--- src/rtl/reg_writeback_unit.sv ---
// Register-file write-side driver for the multi-cycle CPU: selects destination/data,
// waits for load data, issues one write strobe per instruction. Optional macro WB_FWD_EN.
module reg_writeback_unit #(
    parameter int MEM_TIMEOUT = 8,
    parameter int CNT_W       = 16
) (
    input  logic             CLK,
    input  logic             Reset,
    input  logic             req_valid,
    output logic             req_ready,
    input  logic [1:0]       req_kind,
    input  logic             req_load,
    input  logic [4:0]       req_rt,
    input  logic [4:0]       req_rd,
    input  logic [31:0]      req_pc,
    input  logic [31:0]      req_alu,
    input  logic             mem_valid,
    input  logic [31:0]      mem_rdata,
    output logic             wr_en,
    output logic [4:0]       wr_addr,
    output logic [31:0]      wr_data,
    output logic             load_err,
    output logic [CNT_W-1:0] wr_count,
    input  logic [4:0]       fwd_addr,
    output logic             fwd_hit,
    output logic [31:0]      fwd_data
);

    typedef enum logic [1:0] {
        ST_IDLE     = 2'b00,
        ST_WAIT_MEM = 2'b01,
        ST_WRITE    = 2'b10
    } state_t;

    // Timeout fires on the edge that completes the MEM_TIMEOUT-th WAIT_MEM cycle.
    localparam logic [7:0] TMO_LAST = 8'(MEM_TIMEOUT - 1);

    state_t             state_r;
    state_t             req_next_s;
    logic [4:0]         req_dest_s;
    logic [31:0]        req_data_s;
    logic [4:0]         pend_dest_r;
    logic [31:0]        pend_data_r;
    logic [7:0]         tmo_cnt_r;
    logic               req_ready_r;
    logic               wr_en_r;
    logic [4:0]         wr_addr_r;
    logic [31:0]        wr_data_r;
    logic               load_err_r;
    logic [CNT_W-1:0]   wr_count_r;

    // Decode the incoming request into destination, data and follow-on state.
    always_comb begin
        req_dest_s = 5'd0;
        req_data_s = req_alu;
        req_next_s = ST_IDLE;
        case (req_kind)
            2'b00: begin
                req_dest_s = 5'd31;
                req_data_s = req_pc + 32'd4;
                req_next_s = ST_WRITE;
            end
            2'b01: begin
                req_dest_s = req_rt;
                if (req_load) begin
                    req_next_s = ST_WAIT_MEM;
                end else begin
                    req_next_s = ST_WRITE;
                end
            end
            2'b10: begin
                req_dest_s = req_rd;
                req_next_s = ST_WRITE;
            end
            default: begin
                req_dest_s = 5'd0;
                req_next_s = ST_IDLE;
            end
        endcase
    end

    // Writeback state machine with registered strobe, address, data and status.
    always_ff @(posedge CLK or posedge Reset) begin
        if (Reset) begin
            state_r     <= ST_IDLE;
            pend_dest_r <= 5'd0;
            pend_data_r <= 32'd0;
            tmo_cnt_r   <= 8'd0;
            req_ready_r <= 1'b1;
            wr_en_r     <= 1'b0;
            wr_addr_r   <= 5'd0;
            wr_data_r   <= 32'd0;
            load_err_r  <= 1'b0;
            wr_count_r  <= '0;
        end else begin
            case (state_r)
                ST_IDLE: begin
                    if (req_valid) begin
                        tmo_cnt_r <= 8'd0;
                        case (req_next_s)
                            ST_WRITE: begin
                                pend_dest_r <= req_dest_s;
                                pend_data_r <= req_data_s;
                                wr_en_r     <= (req_dest_s != 5'd0);
                                wr_addr_r   <= req_dest_s;
                                wr_data_r   <= req_data_s;
                                req_ready_r <= 1'b0;
                                state_r     <= ST_WRITE;
                            end
                            ST_WAIT_MEM: begin
                                pend_dest_r <= req_dest_s;
                                pend_data_r <= 32'd0;
                                req_ready_r <= 1'b0;
                                state_r     <= ST_WAIT_MEM;
                            end
                            default: begin
                                state_r <= ST_IDLE;
                            end
                        endcase
                    end
                end
                ST_WAIT_MEM: begin
                    // Data arriving on the expiry cycle still wins over the timeout.
                    if (mem_valid) begin
                        pend_data_r <= mem_rdata;
                        wr_en_r     <= (pend_dest_r != 5'd0);
                        wr_addr_r   <= pend_dest_r;
                        wr_data_r   <= mem_rdata;
                        state_r     <= ST_WRITE;
                    end else if (tmo_cnt_r == TMO_LAST) begin
                        load_err_r  <= 1'b1;
                        tmo_cnt_r   <= 8'd0;
                        req_ready_r <= 1'b1;
                        state_r     <= ST_IDLE;
                    end else begin
                        tmo_cnt_r <= tmo_cnt_r + 8'd1;
                    end
                end
                ST_WRITE: begin
                    if (wr_en_r) begin
                        wr_count_r <= wr_count_r + CNT_W'(1);
                    end
                    wr_en_r     <= 1'b0;
                    req_ready_r <= 1'b1;
                    state_r     <= ST_IDLE;
                end
                default: begin
                    wr_en_r     <= 1'b0;
                    req_ready_r <= 1'b1;
                    state_r     <= ST_IDLE;
                end
            endcase
        end
    end

    assign req_ready = req_ready_r;
    assign wr_en     = wr_en_r;
    assign wr_addr   = wr_addr_r;
    assign wr_data   = wr_data_r;
    assign load_err  = load_err_r;
    assign wr_count  = wr_count_r;

`ifdef WB_FWD_EN
    // Pending data only exists once the state machine sits in WRITE.
    logic fwd_match_s;
    assign fwd_match_s = (state_r == ST_WRITE) && (pend_dest_r != 5'd0) && (pend_dest_r == fwd_addr);
    assign fwd_hit     = fwd_match_s;
    assign fwd_data    = fwd_match_s ? pend_data_r : 32'd0;
`else
    logic fwd_unused_s;
    assign fwd_unused_s = ^{fwd_addr, pend_data_r};
    assign fwd_hit      = 1'b0;
    assign fwd_data     = 32'd0;
`endif

endmodule

--- config.mk ---
export PLATFORM = sky130hd
export DESIGN_NAME = reg_writeback_unit
export DESIGN_NICKNAME = d
export VERILOG_FILES = /design/src/rtl/reg_writeback_unit.sv
export SDC_FILE = /design/constraint.sdc
export NUM_CORES = 1
export LEC_CHECK = 0
export ABC_AREA = 1
export BUFFER_PORTS_ARGS = -buffer_cell sky130_fd_sc_hd__clkbuf_2
export CORE_MARGIN = 5
export CORE_UTILIZATION = 49
export DETAILED_ROUTE_END_ITERATION = 10
export PLACE_DENSITY = 0.82
export SLEW_MARGIN = 10
export SYNTH_ARGS = -nofsm -noshare
export SYNTH_HDL_FRONTEND = slang
export SYNTH_SLANG_ARGS = --single-unit
--- constraint.sdc ---
create_clock -name CLK -period 2 [get_ports CLK]
set_input_delay 0 -clock CLK [delete_from_list [all_inputs] [get_ports CLK]]
set_output_delay 0 -clock CLK [all_outputs]
set_load 0.03 [all_outputs]
==> impl_results.md <==
* Status: finished, final reports clean
* Routed Antenna Nets at 0
* Post-Syn Area at 4900 um2
* Top cells by area, synth: dfrtp_1 36%, nand2_1 19%, nor2_1 6.7%
* Deepest clock path buffer count at 2
* Crit path max fanout at 63
* Reg clk slew, reported paths at 0.08 ns
* Final count of pins violating max slew at 0
* Synth Register Bits at 71
* TritonCTS clock tree: yes
* Placed cell count at 1014
* Drt first-iter violations at 374
* Critical Path Sink Type: flop
* Post-synthesis sequential area ratio at 0.363
* Die Wd at 110 um
* Comb pwr share at 0.483
* Switch share at 0.481
* Root Buffer: clkbuf_8
* Starting density of the core at 0.501
* Total wire length at 15.2 mm
* # setup viols final at 0
* Port Buffer Count at 168
* Synth area leader: dfrtp_1
* Worst hold path class: in2reg
* Tmin final at 1.81 ns
* Final std cells w/o fill at 1090
* Placement Setup Slack at 0.160 ns
* Largest stage delay on the critical path at 0.46 ns
* Leak pwr at 3.49 nW
* Max IR drop VDD at 0.000585 V
* Top Metal Used: met4
* Power after layout at 0.00639 W
* Via count at 5354
* Most common cell after layout, fill and taps aside: nand2_1
* Synth Area per Inst at 6.73 um2
* Met3 WL at 1.22 mm
* Gr usage total at 0.248
* Critical path class: reg2reg
* Rows at 36
* # diodes at 0
* Total grt overflow at 0
* Final HPWL DP at 10.6 mm
* Routed WL per cell at 13.9 um
* Max Cap Viol at 0
* Share of the synthesized area in the top cell type at 0.358
* Die Height at 110 um
* Via density at 4.91
* Antenna violations before repair at 0
* Sequential share of power at 0.352
* Synth cell types at 35
* Cells after synthesis at 728
* # DRC at 0
* Final #Nets at 1074
* Global-route wire length before repair at 23.7 mm
* Net Sw Power at 0.00308 W
* Most used cell, CP: nand2_1
* TritonCTS Buffers at 9
* Critical Path Start Type: flop
* Arrival time worst endpoint at 2.05 ns
* Final Wtd Congestion at 0.923
* IO Pins at 207
* CP Cell Sequence: nor2_2 -> inv_2 -> or2_4 -> nand3_2 -> nor2_4 -> inv_8 -> nor2_1 -> nand2_1 -> nand2_1
* Most frequent cells in the layout: 245 x nand2_1, 168 x clkbuf_2, 87 x nor2_1
* Data required, critical path at 2.25 ns
* Share of cells above drive strength 1 at 0.235
* F_max at 0.554 GHz
* Cell Pwr Density at 986 nW/um2
* Final core occ at 0.663
* Largest net degree at the start of global routing at 72
* CTS sink count at 71
* Fin Setup TNS at 0 ns
* Pint at 0.00332 W
* Area grow syn2layout at 32.4%
* Final worst path period share at 0.903
* 1st-pass router iterations at 5
* Final hold vios at 0
* RSZ-0062 raised after global routing: no
* Routed met2 length at 7.62 mm
* Number of global-route vias before repair at 5151
* Clock group share of total power at 0.165
* H-tree levels at 3
* Later-pin clock latency in the skew report at 0.35 ns
* Yosys warns at 0
* Highest-delay cell along the critical path: dfrtp_1
* Die area at 12100 um2
* Met1 WL at 5.81 mm
* Core area at 9770 um2
* Skew final at 0.0121 ns
* Fin worst setup slack at 0.194 ns
final timing paths:
kind                        startpoint  cells after the start  slack (ns)     endpoint
max                         state_r[1]                      9        0.19  wr_data[16]
min                        req_alu[12]                      5        0.01  wr_data[12]
max reg2reg                 state_r[1]                      9        0.19  wr_data[16]
min reg2reg                wr_data[19]                      2        0.49  wr_data[19]
max in group asynchronous        Reset                      4        1.42    req_ready
min in group asynchronous        Reset                      4        0.25  wr_data[27]
area by class of cell:
type | count | area, um2
clock buffers | 10 | 128
inverters | 61 | 236
flip-flops and latches | 71 | 1780
clock inverters | 6 | 46.3
multi-input cells | 574 | 2630
well taps | 133 | 166
fillers | 884 | 3290
repair buffers | 235 | 1500
flip-flops by register name (all words and copies together) (netlist names):
register,flops
load_err,1
pend_dest_r,5
req_ready,1
state_r,2
tmo_cnt_r,8
wr_addr,5
wr_count,16
wr_data,32
wr_en,1
cell families (layout without fill, tap and decap cells):
group	Yosys count	count (layout)	synth area share
simple gates	423	423	0.360
buf+inv	115	312	0.126
compound gates	93	93	0.103
flops	71	71	0.363
xor+xnor	21	21	0.0375
fa+ha+maj	4	4	0.0102
other cells	1	33	0.000765
metrics by stage:
step                hold WS (ns)  instance area, um2
finish                    0.0125                6480
floorplan                  0.145                5020
CTS                      0.00492                6460
global route              0.0243                6480
global placement          0.0943                5720
detailed placement        0.0961                5720
routing by layer:
layer  vias up  GRT usage
li1       2687          -
met1      2390      0.286
met2       227      0.444
met3        50     0.0536
met4         0      0.101
met5         -          0
power groups by stage:
| stage | clock (W) | sequential, W | combinational [W] |
|---|---|---|---|
| after floorplan | 0 | 0.00305 | 0.00139 |
| after global placement | 0 | 0.00224 | 0.00287 |
| after detailed placement | 0 | 0.00226 | 0.00293 |
| after CTS | 0.00109 | 0.00224 | 0.00303 |
| after global routing | 0.00114 | 0.00230 | 0.00337 |
| final | 0.00106 | 0.00225 | 0.00309 |
cells in the mapped netlist:
library cell  count
nand2_1         245
nor2_1           88
dfrtp_1          70
inv_1            55
nand3_1          55
a21oi_1          39
buf_4            36
o21ai_0          25
nor2_2           14
o21ai_1          14
xor2_1           14
buf_2             8
o211ai_1          7
xnor2_1           7
clkbuf_1          6
o21bai_1          6
inv_2             5
ha_1              4
nand4_1           4
and2_1            3
buf_6             3
nor3_1            3
or2_2             3
nor2_4            2
o31ai_1           2
and3b_1           1
buf_8             1
conb_1            1
dfstp_2           1
inv_8             1
nand2_2           1
nand3_2           1
nor3_2            1
or2_1             1
or2_4             1
worst max-delay path, delay by kind of cell, from the launching register on:
| family | cells | cell delay [ns] |
|---|---|---|
| AND/OR/NAND/NOR | 7 | 0.87 |
| buffers and inverters | 2 | 0.34 |
| flip-flops | 1 | 0.46 |
repair_timing:
action                                  CTS  global route
gates resized for setup                   0             0
hold buffers                             57             0
hold endpoints to repair                104             0
endpoints found under the setup margin    0            12
setup buffers                             0             3
No activity file was read; power rests on OpenSTA's default activity.
